## config.mk

```make
export PLATFORM = sky130hd
export DESIGN_NAME = mem_port_arbiter
export DESIGN_NICKNAME = d
export VERILOG_FILES = /design/src/rtl/mem_arb_pkg.sv /design/src/rtl/arb_starve_cnt.sv /design/src/rtl/mem_port_arbiter.sv
export SDC_FILE = /design/constraint.sdc
export NUM_CORES = 1
export LEC_CHECK = 0
export ABC_AREA = 1
export BUFFER_PORTS_ARGS = -buffer_cell sky130_fd_sc_hd__buf_2
export CORE_AREA = 4 4 106 108
export CTS_CLUSTER_SIZE = 12
export DETAILED_ROUTE_END_ITERATION = 7
export DIE_AREA = 0 0 110 112
export PLACE_DENSITY = 0.53
export SETUP_SLACK_MARGIN = 0.05
export SYNTH_ARGS = -nofsm -noshare
export SYNTH_HDL_FRONTEND = slang
export SYNTH_SLANG_ARGS = --single-unit
```

## constraint.sdc

```tcl
create_clock -name clk -period 2.73 [get_ports clk]
set_input_delay 0 -clock clk [delete_from_list [all_inputs] [get_ports clk]]
set_output_delay 0 -clock clk [all_outputs]
set_load 0.01 [all_outputs]
```

## src/rtl/mem_arb_pkg.sv

```systemverilog
// Shared types for the IF/DM single-port SRAM arbiter.
// Read-response owner encoding and SRAM write-enable polarity.
package mem_arb_pkg;
   typedef enum logic [1:0] {OWN_NONE, OWN_IF, OWN_DM} owner_e;

   localparam logic MEM_READ  = 1'b1;
   localparam logic MEM_WRITE = 1'b0;
endpackage

```

## src/rtl/arb_starve_cnt.sv

```systemverilog
// Saturating count of cycles IF lost to DM; sat forces the next IF win.
// Registered count, combinational sat; clr has priority over inc.
module arb_starve_cnt #(
   parameter int STARVE_MAX = 4
) (
   input  logic clk,
   input  logic rst,
   input  logic inc,
   input  logic clr,
   output logic sat
);
   localparam logic [3:0] CNT_MAX = 4'(STARVE_MAX);

   logic [3:0] cnt_q;
   logic [3:0] cnt_d;

   always_comb begin
      cnt_d = cnt_q;
      if (clr) begin
         cnt_d = '0;
      end else if (inc && (cnt_q != CNT_MAX)) begin
         cnt_d = cnt_q + 4'd1;
      end
   end

   always_ff @(posedge clk or posedge rst) begin
      if (rst) begin
         cnt_q <= '0;
      end else begin
         cnt_q <= cnt_d;
      end
   end

   assign sat = (cnt_q == CNT_MAX);
endmodule

```

## src/rtl/mem_port_arbiter.sv

```systemverilog
// Shares one single-port SRAM between fetch (IF) and data (DM): DM priority, IF anti-starvation.
// Same-cycle grant, read data 1 cycle later; losers see gnt=0 and hold their request (stall).
module mem_port_arbiter
   import mem_arb_pkg::*;
#(
   parameter int ADDR_W     = 14,
   parameter int DATA_W     = 32,
   parameter int STARVE_MAX = 4
) (
   input  logic              clk,
   input  logic              rst,
   input  logic              if_req,
   input  logic [ADDR_W-1:0] if_addr,
   input  logic              if_flush,
   output logic              if_gnt,
   output logic              if_rvalid,
   output logic [DATA_W-1:0] if_rdata,
   input  logic              dm_req,
   input  logic              dm_web,
   input  logic [ADDR_W-1:0] dm_addr,
   input  logic [DATA_W-1:0] dm_wdata,
   input  logic [DATA_W-1:0] dm_bweb,
   output logic              dm_gnt,
   output logic              dm_rvalid,
   output logic [DATA_W-1:0] dm_rdata,
   output logic              mem_ceb,
   output logic              mem_web,
   output logic [ADDR_W-1:0] mem_a,
   output logic [DATA_W-1:0] mem_di,
   output logic [DATA_W-1:0] mem_bweb,
   input  logic [DATA_W-1:0] mem_do,
   output logic              stall
);
   owner_e rd_owner_q;
   owner_e rd_owner_d;
   logic   starve_sat;

   // A flushed fetch is never granted; otherwise IF only beats DM once starved.
   assign if_gnt = if_req & ~if_flush & (~dm_req | starve_sat);
   assign dm_gnt = dm_req & ~if_gnt;
   assign stall  = (if_req & ~if_gnt) | (dm_req & ~dm_gnt);

   arb_starve_cnt #(
      .STARVE_MAX (STARVE_MAX)
   ) u_starve (
      .clk (clk),
      .rst (rst),
      .inc (if_req & dm_req & dm_gnt),
      .clr (if_gnt | ~if_req),
      .sat (starve_sat)
   );

   always_comb begin
      mem_ceb  = 1'b1;
      mem_web  = MEM_READ;
      mem_a    = '0;
      mem_di   = '0;
      mem_bweb = '1;
      if (dm_gnt) begin
         mem_ceb  = 1'b0;
         mem_web  = dm_web;
         mem_a    = dm_addr;
         mem_di   = dm_wdata;
         mem_bweb = dm_bweb;
      end else if (if_gnt) begin
         mem_ceb  = 1'b0;
         mem_a    = if_addr;
      end
   end

   // Stores complete silently, so only reads claim the response slot.
   always_comb begin
      rd_owner_d = OWN_NONE;
      if (if_gnt) begin
         rd_owner_d = OWN_IF;
      end else if (dm_gnt && (dm_web == MEM_READ)) begin
         rd_owner_d = OWN_DM;
      end
   end

   always_ff @(posedge clk or posedge rst) begin
      if (rst) begin
         rd_owner_q <= OWN_NONE;
      end else begin
         rd_owner_q <= rd_owner_d;
      end
   end

   assign if_rvalid = (rd_owner_q == OWN_IF) & ~if_flush;
   assign dm_rvalid = (rd_owner_q == OWN_DM);
   assign if_rdata  = mem_do;
   assign dm_rdata  = mem_do;

   // A flush lets the fetch unit redirect while its request is still pending.
   a_if_hold: assert property (@(posedge clk) disable iff (rst)
      (if_req & ~if_gnt & ~if_flush) |=> $stable(if_addr));
   a_dm_hold: assert property (@(posedge clk) disable iff (rst)
      (dm_req & ~dm_gnt) |=> $stable({dm_web, dm_addr, dm_wdata, dm_bweb}));
   a_one_gnt: assert property (@(posedge clk) disable iff (rst) !(if_gnt && dm_gnt));
endmodule

```

==> results of run 1 <==
-- registers in the layout, summed over array words and instances (netlist names) --
| register | cells |
|---|---|
| u_starve.cnt_q | 4 |
| rd_owner_q | 2 |
-- power groups by stage --
| stage | combinational, mW | sequential, mW | clock, mW |
|---|---|---|---|
| after CTS | 0.297 | 0.0967 | 0.137 |
| after global routing | 0.327 | 0.0974 | 0.141 |
| after floorplan | 0.238 | 0.0972 | 0 |
| after global placement | 0.292 | 0.0976 | 0 |
| final | 0.291 | 0.0968 | 0.131 |
| after detailed placement | 0.295 | 0.0978 | 0 |
-- synthesized netlist by cell type (2+ instances only) --
library cell	n	area, sq um
buf_2	4	20.0
buf_4	65	488
buf_6	2	22.5
clkbuf_1	3	11.3
dfrtp_1	6	150
ha_1	2	25.0
inv_1	42	158
nand2_1	37	139
nand2_2	2	12.5
nand3_1	17	85.1
nand4_1	2	12.5
nor2_1	43	161
or2_1	10	62.6
or2_2	22	138
-- metal layers --
layer	wire length, microns	vias to the layer above	GRT usage [%]	part of all wire [%]
li1	-	922	-	-
met1	1820	795	7.57	32
met2	2920	165	16.0	52
met3	858	6	2.38	15
met4	38	0	1.83	0.67
met5	0	-	0	0
-- cell families after synthesis --
family / after synthesis / share of synthesized area (%)
and+or+nand+nor: 135 / 41.4
buffers and inverters: 117 / 46.2
DFF: 6 / 9.84
adders and majority gates: 2 / 1.64
AOI/OAI and AO/OA: 1 / 0.328
xor gates and xnor gates: 1 / 0.574
-- worst max-delay path, stage by stage, from the launching register on --
cell and delay (ns):
dfrtp_1 0.39, inv_1 0.06, ha_1 0.20, nand3_2 0.13
nand2_2 0.10, nand2_4 0.18, nand2_2 0.40, buf_4 0.33
nor2_1 0.14, buf_2 0.16
-- cell usage in the layout, fill, tap and decap left out, drive strengths merged --
master / instances
dlygate4sd3: 1
nand4: 2
inv: 42
nand3: 18
xor2: 1
nand2: 40
dfrtp: 6
buf: 185
clkbuf: 3
or2: 32
ha: 2
a21oi: 1
nor2: 43
-- what timing repair did --
| action | 4_1_cts | 5_1_grt |
|---|---|---|
| setup endpoints to repair | 0 | 0 |
| setup buffers | 0 | 0 |
| hold buffers | 1 | 0 |
| endpoints found under the hold margin | 6 | 0 |
| gates resized for setup | 0 | 0 |
-- worst paths after layout --
| kind | start | endpoint | slack [ns] | cells past startpoint |
|---|---|---|---|---|
| max | u_starve.cnt_q[0] | mem_di[16] | 0.39 | 9 |
| max in group asynchronous | rst | rd_owner_q[0] | 2.30 | 3 |
| min in group asynchronous | rst | u_starve.cnt_q[1] | 0.24 | 3 |
| max reg2reg | u_starve.cnt_q[0] | rd_owner_q[1] | 0.86 | 7 |
| min reg2reg | u_starve.cnt_q[3] | u_starve.cnt_q[3] | 0.57 | 3 |
| min | mem_do[29] | if_rdata[29] | 0.00002 | 0 |
-- layout make-up --
class | count | area share (%)
clock buffers | 3 | 1.94
inverters | 42 | 7.39
multi-input cells | 139 | 31.4
flip-flops and latches | 6 | 7.04
well taps | 136 | 7.98
repair buffers | 186 | 44.2
==> flow_metrics.py, run 1 <==
metrics = {
    "timing": {
        "setup_violations": 0,
        "fin_skew_ns": 0.00155,
        "final_hold_viol_count": 0,
        "worst_slew_pin_slew_ns": 0.653,
        "layout_setup_ws_ns": 0.392,
        "relSlewSlack_pct": 56.3,
        "period_share_pct": 85.6,
        "tns_ns": 0,
        "report.final.slew_viol_count": 0,
        "max_freq_ghz": 0.428,
        "holdWs_ns": 0.0000154,
        "rsz0062_at_grt": "false",
        "fin_crit_ns": 2.34,
    },
    "clocking": {
        "cts_root_buf": "clkbuf_8",
        "clockBufferDepth": 2,
        "clkSinkCount": 6,
        "cts.clk_slew.worst_paths_ns": 0.04,
        "cts_tree": "done",
        "clk_latency_ns": 0.22,
        "htree_levels": 1,
        "cts_buffers": 3,
    },
    "routing": {
        "wirelength_microns": 5640,
        "via_per_inst": 3.69,
        "vias": 1888,
        "detailedRoute.firstPassIterationCount": 4,
        "drc_errors": 0,
        "antenna_left": 0,
        "wl_per_cell_microns": 11.0,
        "drt-initial-drc-count": 43,
    },
    "power": {
        "ir_drop_v": 0.000182,
        "p_total_uw": 518,
        "clkPwrFrac_pct": 25.2,
        "p_seq_share_pct": 18.7,
        "swShare_pct": 36.7,
        "leakage_nw": 1.39,
        "p_comb_share_pct": 56.1,
        "switchingPower_uw": 190,
        "p_int_uw": 328,
        "power_density_nw_per_um2": 243,
    },
    "logic_synthesis": {
        "synth_area_sq_um": 1530,
        "ys_types": 19,
        "synthCells": 262,
        "ys_seq_area_share_pct": 9.84,
        "yosysWarnings": 0,
        "synth-edff-count": 0,
        "async_flop_share_pct": 100,
        "syn_avg_cell_area_sq_um": 5.82,
        "synth_nets": 394,
        "synth_ff_type": "dfrtp_1",
        "synth-seq-cells": 6,
    },
    "global_routing": {
        "grt_pass1_wl_microns": 8050,
        "antenna_found_initial": 0,
        "grt_pass1_vias": 1827,
        "grt-ovfl-total": 0,
        "grt_max_degree": 44,
        "grt_use_total_pct": 7.95,
    },
    "worst_setup_path": {
        "crit_path_end_kind": "output port",
        "cp.required_ns": 2.73,
        "cp_max_fo": 43,
        "startpoint_type": "register",
        "path_class": "reg2out",
        "arrival_ns": 2.34,
    },
    "floorplan": {
        "die_h_microns": 112,
        "rows": 37,
        "coreArea_sq_um": 10200,
        "initial_core_util_pct": 14.9,
        "pin_count": 279,
        "die_area_sq_um": 12300,
        "fp.dieW_microns": 110,
    },
    "placed_design": {
        "dp_slack_ns": 0.553,
        "dp_hpwl_microns": 5030,
        "portBuffers": 182,
        "gp_congestion": 0.808,
        "dp.cells": 508,
        "placed_cell_area_sq_um": 2080,
    },
    "layout": {
        "fin_util_pct": 20.9,
        "fin_area_sq_um": 2130,
        "multi_input_comb_area_sq_um": 671,
        "num-fill-cells": 1182,
        "finish.net_count": 510,
        "synthToLayoutAreaGrowth_pct": 39.9,
        "seqCellArea_sq_um": 150,
        "num_antenna_cells": 0,
        "drive_gt1_share_pct": 56.9,
        "layout.cells.non_filler": 512,
    },
    "flow_run": {
        "drv_cap": 0,
    },
    "status": {
        "status": "finished, final reports clean",
    },
    "hold_path": {
        "min_path_type": "in2out",
    },
}
No activity file was read; power rests on OpenSTA's default activity.
==> inputs of run 2 (changes only) <==
--- a/config.mk
+++ b/config.mk
@@ -11,7 +11,7 @@
 export CTS_CLUSTER_SIZE = 12
 export DETAILED_ROUTE_END_ITERATION = 7
 export DIE_AREA = 0 0 110 112
-export PLACE_DENSITY = 0.53
+export PLACE_DENSITY = 0.48
 export SETUP_SLACK_MARGIN = 0.05
 export SYNTH_ARGS = -nofsm -noshare
 export SYNTH_HDL_FRONTEND = slang
==> flow_metrics.py, run 2 (synthesized netlist as in run 1, its figures left out) <==
metrics = {
    "worst_setup_path": {
        "arrival_ns": 2.34,
        "startpoint_type": "register",
        "crit_slowest_cell": "nand2_2",
        "crit_path_frequent_cell": "nand2_2",
        "r2r_start": "u_starve.cnt_q[0]",
        "r2r-end": "rd_owner_q[1]",
        "path_buf_inv": 3,
        "r2r_setup_slack_ns": 0.89,
        "max_stage_delay_ns": 0.57,
        "cp_max_fo": 48,
        "path_class": "reg2out",
        "reg2regPathDepth": 7,
        "cpLargestDelayFamily": "simple AND/OR/NAND/NOR gates",
        "cp.required_ns": 2.73,
        "crit_chain": "inv_1 -> ha_1 -> nand3_2 -> nand2_2 -> nand2_4 -> nand2_2 -> buf_4 -> nor2_1 -> buf_2",
        "crit_path_end_kind": "output port",
    },
    "timing": {
        "report.final.slew_viol_count": 0,
        "rsz0062_at_grt": "false",
        "setup_violations": 0,
        "worst_slew_pin_slew_ns": 0.715,
        "fin_skew_ns": 0.00291,
        "relSlewSlack_pct": 52.2,
        "max_freq_ghz": 0.427,
        "tns_ns": 0,
        "fin_crit_ns": 2.34,
        "final_hold_viol_count": 0,
        "period_share_pct": 85.7,
    },
    "clocking": {
        "cts_tree": "done",
        "clockBufferDepth": 2,
        "htree_levels": 1,
        "cts_buffers": 3,
        "cts.clk_slew.worst_paths_ns": 0.03,
        "clk_latency_ns": 0.22,
        "cts_root_buf": "clkbuf_8",
        "clkSinkCount": 6,
    },
    "global_routing": {
        "grt-ovfl-total": 0,
        "grt_pass1_vias": 1669,
        "grt_pass1_wl_microns": 7400,
        "grt_max_degree": 49,
        "gr-usage-met2_pct": 13.1,
        "antenna_found_initial": 1,
        "met3_usage_pct": 4.00,
        "use_met1_pct": 7.14,
        "grt_use_total_pct": 7.23,
        "busiest_layer": "met2",
    },
    "flow_run": {
        "drv_cap": 0,
    },
    "routing": {
        "drc_errors": 0,
        "wl_per_cell_microns": 10.6,
        "wirelength_microns": 5440,
        "drt-initial-drc-count": 63,
        "antenna_left": 0,
        "vias": 1857,
        "via_per_inst": 3.63,
        "detailedRoute.firstPassIterationCount": 4,
    },
    "hold_path": {
        "min_path_cells": 0,
        "worstHoldStart": "mem_do[10]",
        "min_to": "if_rdata[10]",
        "min_path_type": "in2out",
    },
    "power": {
        "p_seq_share_pct": 18.7,
        "swShare_pct": 36.6,
        "ir_drop_v": 0.000175,
        "leakage_nw": 1.39,
        "switchingPower_uw": 189,
        "power_density_nw_per_um2": 242,
        "clkPwrFrac_pct": 25.4,
        "p_comb_share_pct": 55.9,
        "p_int_uw": 328,
    },
    "layout": {
        "largest_reg_flops": 4,
        "layout.cells.non_filler": 512,
        "seqCellArea_sq_um": 150,
        "num-fill-cells": 1169,
        "reg.largest.list": "u_starve.cnt_q (4), rd_owner_q (2)",
        "finish.net_count": 510,
        "final_cell_mix": "buf_2 (182), nor2_1 (43), inv_1 (42)",
        "num_antenna_cells": 0,
        "final_common_cell": "buf_2",
        "largest-register": "u_starve.cnt_q",
        "synthToLayoutAreaGrowth_pct": 39.9,
        "drive_gt1_share_pct": 56.9,
        "multi_input_comb_area_sq_um": 671,
        "fin_util_pct": 20.9,
    },
    "placed_design": {
        "gp_congestion": 0.737,
        "dp_hpwl_microns": 4740,
        "dp.cells": 508,
        "portBuffers": 182,
    },
    "floorplan": {
        "fp.dieW_microns": 110,
        "pin_count": 279,
        "initial_core_util_pct": 14.9,
        "coreArea_sq_um": 10200,
        "rows": 37,
        "die_h_microns": 112,
        "die_area_sq_um": 12300,
    },
    "status": {
        "status": "finished, final reports clean",
    },
}
[run 2: cell counts in the layout (fill, tap and decap cells not counted)]
Identical to the previous run, type by type.
[run 2: metal layers]
| metal | vias to the layer above | routed length (microns) |
|---|---|---|
| met2 | 180 | 2380 |
| met5 | - | 13 |
| met1 | 745 | 1940 |
| li1 | 924 | - |
| met3 | 6 | 1060 |
| met4 | 2 | 35 |
[run 2: worst max-delay path by stage]
stage                                  from            to  slack (ns)  depth (start not counted)
after floorplan           u_starve.cnt_q[0]  mem_bweb[15]        1.28                          9
after global placement    u_starve.cnt_q[0]     mem_di[0]        0.67                          9
after CTS                 u_starve.cnt_q[0]    mem_di[26]        0.35                          9
after detailed placement  u_starve.cnt_q[0]    mem_di[26]        0.59                          9
final                     u_starve.cnt_q[0]    mem_di[26]        0.39                          9
after global routing      u_starve.cnt_q[0]     mem_di[0]        0.16                          9
[run 2: per-stage QoR]
stage	setup WS (ns)	hold WS, ns	total power [mW]	area (sq um)
3_3_place_gp	0.667	-0.0704	0.388	2080
4_1_cts	0.345	0.000100	0.524	2130
6_report	0.389	0.0000225	0.517	2130
5_1_grt	0.163	0.0000835	0.560	2130
3_5_place_dp	0.585	-0.0750	0.389	2080
2_1_floorplan	1.28	-0.209	0.335	1530
[run 2: repair_timing]
item / CTS / global route
endpoints found under the hold margin: 6 / 0
gates resized for setup: 0 / 0
setup buffers: 0 / 0
hold buffers: 1 / 0
[run 2: worst register-to-register path, stage by stage (launching register included)]
cell and delay (ns):
dfrtp_1 0.41, inv_1 0.07, ha_1 0.16, nand3_2 0.14, nand2_2 0.14, nand2_4 0.13
nand2_2 0.57, nor2_1 0.09
[run 2: cell type report]
cell class	instances	area share [%]
Multi-Input combinational cell	139	31.4
Inverter	42	7.39
Sequential cell	6	7.04
Timing Repair Buffer	186	44.2
Clock buffer	3	1.94
Tap cell	136	7.98
[run 2: power by group through the flow]
stage | clock network, mW | registers [mW] | logic [mW]
floorplan | 0 | 0.0972 | 0.238
detailed placement | 0 | 0.0980 | 0.291
global route | 0.139 | 0.0975 | 0.324
global placement | 0 | 0.0977 | 0.291
CTS | 0.133 | 0.0970 | 0.293
finish | 0.131 | 0.0969 | 0.289
==> inputs of run 3 (changes only) <==
--- a/config.mk
+++ b/config.mk
@@ -12,6 +12,7 @@
 export DETAILED_ROUTE_END_ITERATION = 7
 export DIE_AREA = 0 0 110 112
 export PLACE_DENSITY = 0.48
+export RECOVER_POWER = 50
 export SETUP_SLACK_MARGIN = 0.05
 export SYNTH_ARGS = -nofsm -noshare
 export SYNTH_HDL_FRONTEND = slang
==> flow_metrics.py, run 3 (synthesized netlist as in run 1, its figures left out) <==
metrics = {
    "routing": {
        "wirelength_microns": 5400,
        "wl_per_cell_microns": 10.5,
        "drt-initial-drc-count": 68,
        "antenna_left": 0,
        "vias": 1858,
        "drc_errors": 0,
        "detailedRoute.firstPassIterationCount": 4,
        "via_per_inst": 3.63,
    },
    "global_routing": {
        "grt_pass1_vias": 1669,
        "grt-ovfl-total": 0,
        "antenna_found_initial": 1,
        "grt_pass1_wl_microns": 7400,
        "grt_use_total_pct": 7.23,
        "grt_max_degree": 49,
    },
    "power": {
        "p_seq_share_pct": 18.9,
        "leakage_nw": 1.37,
        "ir_drop_v": 0.000175,
        "power_density_nw_per_um2": 242,
        "switchingPower_uw": 187,
        "p_comb_share_pct": 55.9,
        "clkPwrFrac_pct": 25.2,
        "swShare_pct": 36.5,
        "p_int_uw": 326,
    },
    "placed_design": {
        "dp_hpwl_microns": 4740,
        "gp_congestion": 0.737,
        "portBuffers": 182,
        "dp.cells": 508,
    },
    "layout": {
        "largest-register": "u_starve.cnt_q",
        "final_cell_mix": "buf_2 (178), nor2_1 (43), inv_1 (42)",
        "layout.cells.non_filler": 512,
        "final_common_cell": "buf_2",
        "multi_input_comb_area_sq_um": 668,
        "drive_gt1_share_pct": 55.3,
        "num_antenna_cells": 0,
        "num-fill-cells": 1170,
        "largest_reg_flops": 4,
        "reg.largest.list": "u_starve.cnt_q (4), rd_owner_q (2)",
        "synthToLayoutAreaGrowth_pct": 39.1,
        "finish.net_count": 510,
        "seqCellArea_sq_um": 150,
    },
    "clocking": {
        "cts_root_buf": "clkbuf_8",
        "htree_levels": 1,
        "cts_resized": 0,
        "cts_buffers": 3,
        "cts_tree": "done",
        "cts.clk_slew.worst_paths_ns": 0.03,
        "clk_latency_ns": 0.22,
        "clockBufferDepth": 2,
        "clkSinkCount": 6,
    },
    "worst_setup_path": {
        "cp.required_ns": 2.73,
        "path_class": "reg2out",
        "arrival_ns": 2.40,
        "cp_max_fo": 48,
        "startpoint_type": "register",
        "crit_path_end_kind": "output port",
    },
    "timing": {
        "fin_crit_ns": 2.40,
        "rsz0062_at_grt": "false",
        "setup_violations": 0,
        "period_share_pct": 87.9,
        "worst_slew_pin_slew_ns": 0.891,
        "tns_ns": 0,
        "max_freq_ghz": 0.417,
        "final_hold_viol_count": 0,
        "report.final.slew_viol_count": 0,
        "relSlewSlack_pct": 40.6,
        "fin_skew_ns": 0.00133,
    },
    "flow_run": {
        "drv_cap": 0,
    },
    "floorplan": {
        "die_area_sq_um": 12300,
        "fp.dieW_microns": 110,
        "coreArea_sq_um": 10200,
        "die_h_microns": 112,
        "pin_count": 279,
        "initial_core_util_pct": 14.9,
        "rows": 37,
    },
    "status": {
        "status": "finished, final reports clean",
    },
    "hold_path": {
        "min_path_type": "in2out",
    },
}
==> run 3: changes by cell type in the layout (fill, tap and decap cells not counted), sizes merged <==
cell / previous run / this run
clkbuf: 3 / 8
buf: 185 / 180
==> run 3: final timing paths <==
| path | from | to | slack (ns) | cells past startpoint |
|---|---|---|---|---|
| max | u_starve.cnt_q[0] | mem_bweb[11] | 0.33 | 8 |
| min | mem_do[9] | dm_rdata[9] | 0.00002 | 0 |
| max reg2reg | u_starve.cnt_q[0] | rd_owner_q[1] | 0.83 | 7 |
| min reg2reg | u_starve.cnt_q[1] | u_starve.cnt_q[1] | 0.58 | 2 |
| max in group asynchronous | rst | u_starve.cnt_q[3] | 2.29 | 3 |
| min in group asynchronous | rst | rd_owner_q[0] | 0.25 | 3 |
==> run 3: layout make-up <==
type | instances | area share (%)
tap | 136 | 8.02
sequential | 6 | 7.08
clock buffer | 3 | 1.95
inverter | 42 | 7.43
timing repair buffer | 186 | 44.0
multi-input combinational | 139 | 31.5
==> run 3: power by group through the flow <==
stage	Combinational [mW]	Sequential [mW]	Clock (mW)
after global placement	0.291	0.0977	0
final	0.287	0.0969	0.130
after floorplan	0.238	0.0972	0
after global routing	0.322	0.0975	0.139
after detailed placement	0.291	0.0980	0
after CTS	0.293	0.0970	0.133
==> run 3: routing by layer <==
layer / track usage (%) / wire length, microns / vias to the layer above
met3: 4.00 / 1060 / 6
li1: - / - / 926
met5: 0 / 13 / -
met1: 7.14 / 1920 / 745
met4: 1.50 / 35 / 2
met2: 13.1 / 2370 / 179
==> run 3: critical path, stage by stage (launching register included) <==
cell     delay (ns)
dfrtp_1        0.39
inv_1          0.06
ha_1           0.20
nand3_2        0.12
nand2_1        0.14
nand2_4        0.19
nand2_2        0.43
or2_2          0.49
buf_2          0.15
==> run 3: what timing repair did <==
item	CTS	global route
hold endpoints to repair	6	0
buffers inserted	0	0
hold buffers	1	0
==> run 3: through the flow <==
| step | util, % | setup WS [ns] | cell area (sq um) | hold slack (ns) | power, mW |
|---|---|---|---|---|---|
| floorplan | - | 1.28 | 1530 | -0.209 | 0.335 |
| global placement | 20.3 | 0.667 | 2080 | -0.0704 | 0.388 |
| detailed placement | 20.3 | 0.585 | 2080 | -0.0750 | 0.389 |
| CTS | 20.9 | 0.345 | 2130 | 0.000100 | 0.524 |
| global route | 20.7 | 0.0938 | 2120 | 0.0000835 | 0.558 |
| finish | 20.7 | 0.330 | 2120 | 0.0000212 | 0.513 |
